<file path="config.mk">
export PLATFORM = sky130hd
export DESIGN_NAME = wb_commit_unit
export DESIGN_NICKNAME = d
export VERILOG_FILES = /design/src/rtl/wb_commit_unit.sv
export SDC_FILE = /design/constraint.sdc
export NUM_CORES = 1
export LEC_CHECK = 0
export CAP_MARGIN = 25
export CORE_MARGIN = 1.5
export CORE_UTILIZATION = 30
export DETAILED_ROUTE_END_ITERATION = 8
export GPL_TIMING_DRIVEN = 0
export HOLD_SLACK_MARGIN = 0.02
export PLACE_DENSITY = 0.6
export SYNTH_ARGS = -nofsm -noshare
export SYNTH_HDL_FRONTEND = slang
export SYNTH_SLANG_ARGS = --single-unit
</file>
<file path="constraint.sdc">
create_clock -name clock -period 2.4 [get_ports clock]
set_clock_uncertainty 0.05 [all_clocks]
set_input_delay 0.48 -clock clock [delete_from_list [all_inputs] [get_ports clock]]
set_output_delay 0.48 -clock clock [all_outputs]
set_load 0.02 [all_outputs]
</file>
<file path="src/rtl/wb_commit_unit.sv">
// Writeback/commit stage: one packet per handshake, load data
// alignment/extension, single-cycle commit pulse, retire counter.
module wb_commit_unit #(
  parameter int XLEN  = 32,
  parameter int RAW   = 5,
  parameter int CNT_W = 64
) (
  input  logic             clock,
  input  logic             reset,
  input  logic             wb_valid_i,
  output logic             wb_ready_o,
  input  logic [XLEN-1:0]  wb_pc_i,
  input  logic             wb_wena_i,
  input  logic [RAW-1:0]   wb_waddr_i,
  input  logic [XLEN-1:0]  wb_result_i,
  input  logic             wb_load_i,
  input  logic [1:0]       wb_lsize_i,
  input  logic             wb_lsign_i,
  input  logic [1:0]       wb_laddr_lo_i,
  input  logic             mem_rvalid_i,
  input  logic [XLEN-1:0]  mem_rdata_i,
  output logic             commit_valid_o,
  output logic             commit_wena_o,
  output logic [RAW-1:0]   commit_waddr_o,
  output logic [XLEN-1:0]  commit_wdata_o,
  output logic [XLEN-1:0]  commit_pc_o,
  output logic [CNT_W-1:0] retired_cnt_o
);

  typedef enum logic [1:0] {
    IDLE     = 2'b00,
    WAIT_MEM = 2'b01,
    COMMIT   = 2'b10
  } state_t;

  typedef struct packed {
    logic [XLEN-1:0] pc;
    logic            wena;
    logic [RAW-1:0]  waddr;
    logic [1:0]      lsize;
    logic            lsign;
    logic [1:0]      lo;
  } ld_t;

  state_t          state_q;
  state_t          state_d;
  ld_t             ld_q;
  logic            accept;
  logic            mem_done;
  logic [7:0]      byte_v;
  logic [15:0]     half_v;
  logic [XLEN-1:0] ld_data;

  assign wb_ready_o = (state_q == IDLE) || (state_q == COMMIT);
  assign accept     = wb_valid_i && wb_ready_o;
  assign mem_done   = (state_q == WAIT_MEM) && mem_rvalid_i;

  // Next state: a new packet in IDLE/COMMIT chains straight on.
  always_comb begin
    state_d = state_q;
    unique case (state_q)
      IDLE, COMMIT: begin
        if (accept)
          state_d = wb_load_i ? WAIT_MEM : COMMIT;
        else
          state_d = IDLE;
      end
      WAIT_MEM: begin
        if (mem_rvalid_i)
          state_d = COMMIT;
      end
      default: state_d = IDLE;
    endcase
  end

  // Lane select and extension of the returned load word.
  always_comb begin
    byte_v  = mem_rdata_i[7:0];
    half_v  = ld_q.lo[1] ? mem_rdata_i[31:16]
                         : mem_rdata_i[15:0];
    ld_data = mem_rdata_i;
    unique case (ld_q.lo)
      2'd0: byte_v = mem_rdata_i[7:0];
      2'd1: byte_v = mem_rdata_i[15:8];
      2'd2: byte_v = mem_rdata_i[23:16];
      2'd3: byte_v = mem_rdata_i[31:24];
      default: byte_v = mem_rdata_i[7:0];
    endcase
    unique case (1'b1)
      (ld_q.lsize == 2'b00):
        ld_data = {{(XLEN-8){ld_q.lsign & byte_v[7]}},
                   byte_v};
      (ld_q.lsize == 2'b01):
        ld_data = {{(XLEN-16){ld_q.lsign & half_v[15]}},
                   half_v};
      ld_q.lsize[1]:
        ld_data = mem_rdata_i;
      default: ld_data = mem_rdata_i;
    endcase
  end

  // State register, pending-load fields and retire counter.
  always_ff @(posedge clock) begin
    if (reset) begin
      state_q        <= IDLE;
      ld_q           <= '0;
      commit_valid_o <= 1'b0;
      retired_cnt_o  <= '0;
    end else begin
      state_q        <= state_d;
      commit_valid_o <= (state_d == COMMIT);
      retired_cnt_o  <= retired_cnt_o
                      + CNT_W'(commit_valid_o);
      if (accept)
        ld_q <= '{pc:    wb_pc_i,
                  wena:  wb_wena_i,
                  waddr: wb_waddr_i,
                  lsize: wb_lsize_i,
                  lsign: wb_lsign_i,
                  lo:    wb_laddr_lo_i};
    end
  end

  // Commit outputs load only on entry to COMMIT, else hold.
  always_ff @(posedge clock) begin
    if (reset) begin
      commit_wena_o  <= 1'b0;
      commit_waddr_o <= '0;
      commit_wdata_o <= '0;
      commit_pc_o    <= '0;
    end else if (accept && !wb_load_i) begin
      commit_wena_o  <= wb_wena_i;
      commit_waddr_o <= wb_waddr_i;
      commit_wdata_o <= wb_result_i;
      commit_pc_o    <= wb_pc_i;
    end else if (mem_done) begin
      commit_wena_o  <= ld_q.wena;
      commit_waddr_o <= ld_q.waddr;
      commit_wdata_o <= ld_data;
      commit_pc_o    <= ld_q.pc;
    end
  end

endmodule

</file>
---- Word-level counts from Yosys, hierarchy flattened ----
Index checks and enable logic that the tools add are counted.
operators by class
  reductions and logical operators ........ 10
  equality and inequality tests ........... 7
  add/subtract/negate cells ............... 1
  muxes and demuxes ....................... 15
  bitwise gates (word level) .............. 2
operators with widths
  operator                                                               count
  32-bit 2-to-1 mux                                                      4
  64-bit by 1-bit adder with 64-bit output                               1
  32-bit one-hot mux with 2 select lines                                 1
  8-bit one-hot mux with 4 select lines                                  1
  16-bit 2-to-1 mux                                                      1
  5-bit 2-to-1 mux                                                       2
  2-bit equality test, second input constant                             4
  2-bit by 1-bit equality test with 1-bit output, second input constant  3
  2-bit logical NOT                                                      3
  2-bit 2-to-1 mux                                                       3
  2-bit one-hot mux with 2 select lines                                  1
  1-bit logical AND                                                      3
  1-bit AND                                                              2
  1-bit 2-to-1 mux                                                       2
  2-bit nonzero test                                                     1
  2-bit OR reduction                                                     1
  1-bit logical NOT                                                      1
  1-bit logical OR                                                       1
word-level totals
  input port bits ......................... 112
  register bits after elaboration ......... 180

---- Depth between registers and ports, before layout ----
  word-level depth ........................ 6
  depth in mapped cells ................... 8
  gate-level depth less buffers ........... 7

---- Least setup slack after synthesis ----
Ideal clock, no wire load.
  path type ............................... register to register
  start point ............................. register retired_cnt_o[0]
  end point ............................... register retired_cnt_o[58]
  required time ........................... 2280 ps
  setup slack ............................. 299 ps
  stages on the path, launching flop included .. 8
  arrival ................................. 1980 ps
  setup time .............................. 70 ps
  buffers on the path ..................... 0
  cell sequence ........................... dfxtp_1 -> ha_1 -> ha_1 -> nand3_1 -> nor3_1 -> nand4_1 -> or4_1 -> a21oi_1
between the ends
  longest elaborated chain between the ends .. 1
RTL lines
  what                                      RTL line  source
  from (decl)                               27        output logic [CNT_W-1:0] retired_cnt_o
  from (signal assigned)                    112       retired_cnt_o <= retired_cnt_o
  64-bit by 1-bit adder with 64-bit output  113       + CNT_W'(commit_valid_o);
No other way between the ends.
A chain may end at the register's enable or synchronous reset.

---- Final worst setup path ----
  start point ............................. input port mem_rdata_i[23]
  end point ............................... register commit_wdata_o[25]
between the ends
  longest elaborated chain between the ends .. 5
RTL lines
  what                                    RTL line  source
  from (decl)                             21        input logic [XLEN-1:0] mem_rdata_i,
  8-bit one-hot mux with 4 select lines   82        unique case (ld_q.lo)
  1-bit AND                               91        ld_data = {{(XLEN-8){ld_q.lsign & byte_v[7]}},
  32-bit one-hot mux with 2 select lines  89        unique case (1'b1)
  32-bit 2-to-1 mux                       136       end else if (mem_done) begin
  32-bit 2-to-1 mux                       131       end else if (accept && !wb_load_i) begin
  to (signal assigned)                    134       commit_wdata_o <= wb_result_i;
  to (signal assigned)                    139       commit_wdata_o <= ld_data;
  to (decl)                               25        output logic [XLEN-1:0] commit_wdata_o,
No other way between the ends. The select of a mux whose other input is x is not followed.

==> results.txt <==
final net count: 1339
vias in the first global route: 7685
post-synthesis cell type count: 51
cell depth of the worst flop-to-flop path: 8
IO buf count: 247
initial antenna violation count: 1
Lkg Pwr: 3.89 nW
commonest non-fill, non-tap cells in the layout: clkdlybuf4s50_1, nand2_1, dfxtp_1
largest family of logic cells by synthesized area: simple AND/OR/NAND/NOR gates
Design Area, Final: 11400 µm²
TNS Setup: 0 ns
Die Span X: 164 µm
adder-cell share of the synthesized area: 0.320%
hold buffer count at cts: 0
Final Cycle Share: 97.4%
max layer used: met4
worst-margin pin slew: 0.747 ns
largest net degree at the start of global routing: 19
total number of H-tree levels: 4
met2 wire length: 12.8 mm
Tmin final: 2.34 ns
WL met3: 2.12 mm
post-synthesis mux area share: 0.704%
Async SR Flop Fraction: 0%
Synth Warn #: 0
number of synthesized flops with an enable pin: 0
I/O pin count: 248
PwrDens: 613 nW/µm²
M1 WL: 12.0 mm
Rows: 58
Area growth, synth to finish: 46.2%
crit path DAT: 2.57 ns
TritonCTS clock tree: built
Yosys reg bits: 180
Setup violations, final: 0
share of layout cells above drive strength 1: 5.74%
Clock Root Buffer: clkbuf_16
CTS Sinks: 180
crit-path cells: clkdlybuf4s50_1 > mux4_2 > a31oi_1 > buf_2 > a211oi_1
Rel. slew slack: 50.2%
drt via density: 5.18
DIE HEIGHT: 164 µm
area of the die: 27100 µm²
1st-pass router iterations: 6
DR WL/cell: 17.5 µm
worst hold path class: reg2reg
WHS: 0.406 ns
CP startpoint kind: input port
Max-Cap Viols: 0
Overall Global Routing Usage: 20.4%
final wirelength: 27.5 mm
Vias: 8127
peak supply drop: 0.000375 V
top_reg_cell synth: dfxtp_1
starting DRC count in detailed routing: 601
post-synthesis cell area: 7820 µm²
Synth Area in Simple Gates: 23.7%
number of buffers created by CTS: 17
total gr overflow: 0
Mean Syn Cell Area: 8.21 µm²
gpl congestion: 0.902
Seq/Total Area, Yosys: 46.1%
worst skew pair latency: 0.43 ns
CP Capture Type: flip-flop
Antenna Violating Nets Remaining: 0
CTS max path bufs: 2
hold path depth: 2
Slew Limit Fails: 0
final hold violations: 0
Worst-path clk slew: 0.08 ns
final design utilization: 45.0%
first-pass GRT wire length: 42.6 mm
status: finished, final reports clean
Area after DPL: 10700 µm²
Worst EP required: 2.63 ns
DRC viols: 0
commonest non-fill, non-tap cell in the layout: clkdlybuf4s50_1
Initial Utilization: 30.8%
Slowest-stage cell, CP: a31oi_1
Post-DP HPWL: 20.5 mm
Crit Path Max Fanout: 10
XOR/XNOR Fraction of Synth Area: 3.69%
cell count after synthesis: 953
core area: 25400 µm²
post-synthesis compound-gate area fraction: 21.7%
FMAX: 428 MHz
critical path class: in2reg
syn nets: 1067
crit-path max cell delay: 0.58 ns
## metrics by stage
stage,setup WS (ns),std cells,total power [W]
finish,0.0619,1570,0.00701
global placement,-0.828,1530,0.00420
detailed placement,-0.788,1530,0.00420
floorplan,0.299,953,0.00368
CTS,-0.00657,1565,0.00708
global route,-0.00600,1569,0.00730
## Yosys cell counts, drive strengths merged (5+ instances only)
master    n  area [µm²]
a22o      8        70.1
dfxtp   180        3600
a221oi    9        78.8
a22oi    46         345
nor2     60         225
or4       5        37.5
or3      21         131
o22ai    15        93.8
a21oi   128         641
buf       9        38.8
inv      11        41.3
nor4      9         101
o21ai    39         195
o31ai     5        37.5
xor2     23         201
nor3     12        81.3
nor2b     5        31.3
and3      7        43.8
o221ai    7        61.3
nand3    22         110
clkbuf   56         211
nand4    32         255
a211oi   15         113
a31oi     7        43.8
xnor2    10        87.6
nand2   187         702
## cell type report
type / count / area [µm²]
diodes: 2 / 5.00
plain buffers: 65 / 258
clock buffers: 18 / 439
clock inverters: 14 / 164
fillers: 2513 / 14000
inverters: 12 / 45.0
multi-input cells: 696 / 3990
flip-flops and latches: 180 / 3600
well taps: 330 / 413
repair buffers: 253 / 2520
## power breakdown
part           total, W  internal (W)  leakage, nW  switching [W]
combinational  0.000965      0.000448         2.13       0.000517
clock           0.00287       0.00152        0.289        0.00135
sequential      0.00317       0.00311         1.47      0.0000693
total           0.00701       0.00507         3.89        0.00194
## path summary, 6_finish.rpt
kind                                      start                 end  slack (ns)
worst max-delay path            mem_rdata_i[23]  commit_wdata_o[25]        0.06
worst min-delay path                   ld_q[20]            ld_q[20]        0.41
worst max register to register   commit_valid_o   retired_cnt_o[63]        0.11
worst min register to register         ld_q[20]            ld_q[20]        0.41
## logic make-up (layout without fill, tap and decap cells)
kind of cell / after synthesis / in the layout
AOI/OAI and AO/OA: 281 / 281
xor gates and xnor gates: 33 / 33
adders and majority gates: 2 / 2
buffers and inverters: 77 / 362
DFF: 180 / 180
muxes: 3 / 3
other: 0 / 2
and+or+nand+nor: 377 / 377
## what timing repair did
| item | CTS | global route |
|---|---|---|
| endpoints found under the setup margin | 59 | 47 |
| gates cloned | 0 | 0 |
| pin swaps | 2 | 2 |
| buffers inserted | 3 | 3 |
| resized for setup | 6 | 12 |
## critical path, delay by kind of cell
kind / cells / cell delay (ns)
AOI/OAI and AO/OA: 2 / 0.70
buffers and inverters: 2 / 0.88
muxes: 1 / 0.51
## layer usage
metal  track usage, %  vias up
li1                 -     3976
met1             26.4     3816
met2             33.4      300
met3             5.25       35
met4             5.69        0
met5                0        -
## registers in the layout (all words and copies together), names as in the netlist
signal	count
commit_waddr_o	5
ld_q	43
commit_wdata_o	32
retired_cnt_o	64
commit_valid_o	1
commit_pc_o	32
commit_wena_o	1
state_q	2
(Power assumes the default switching activity.)
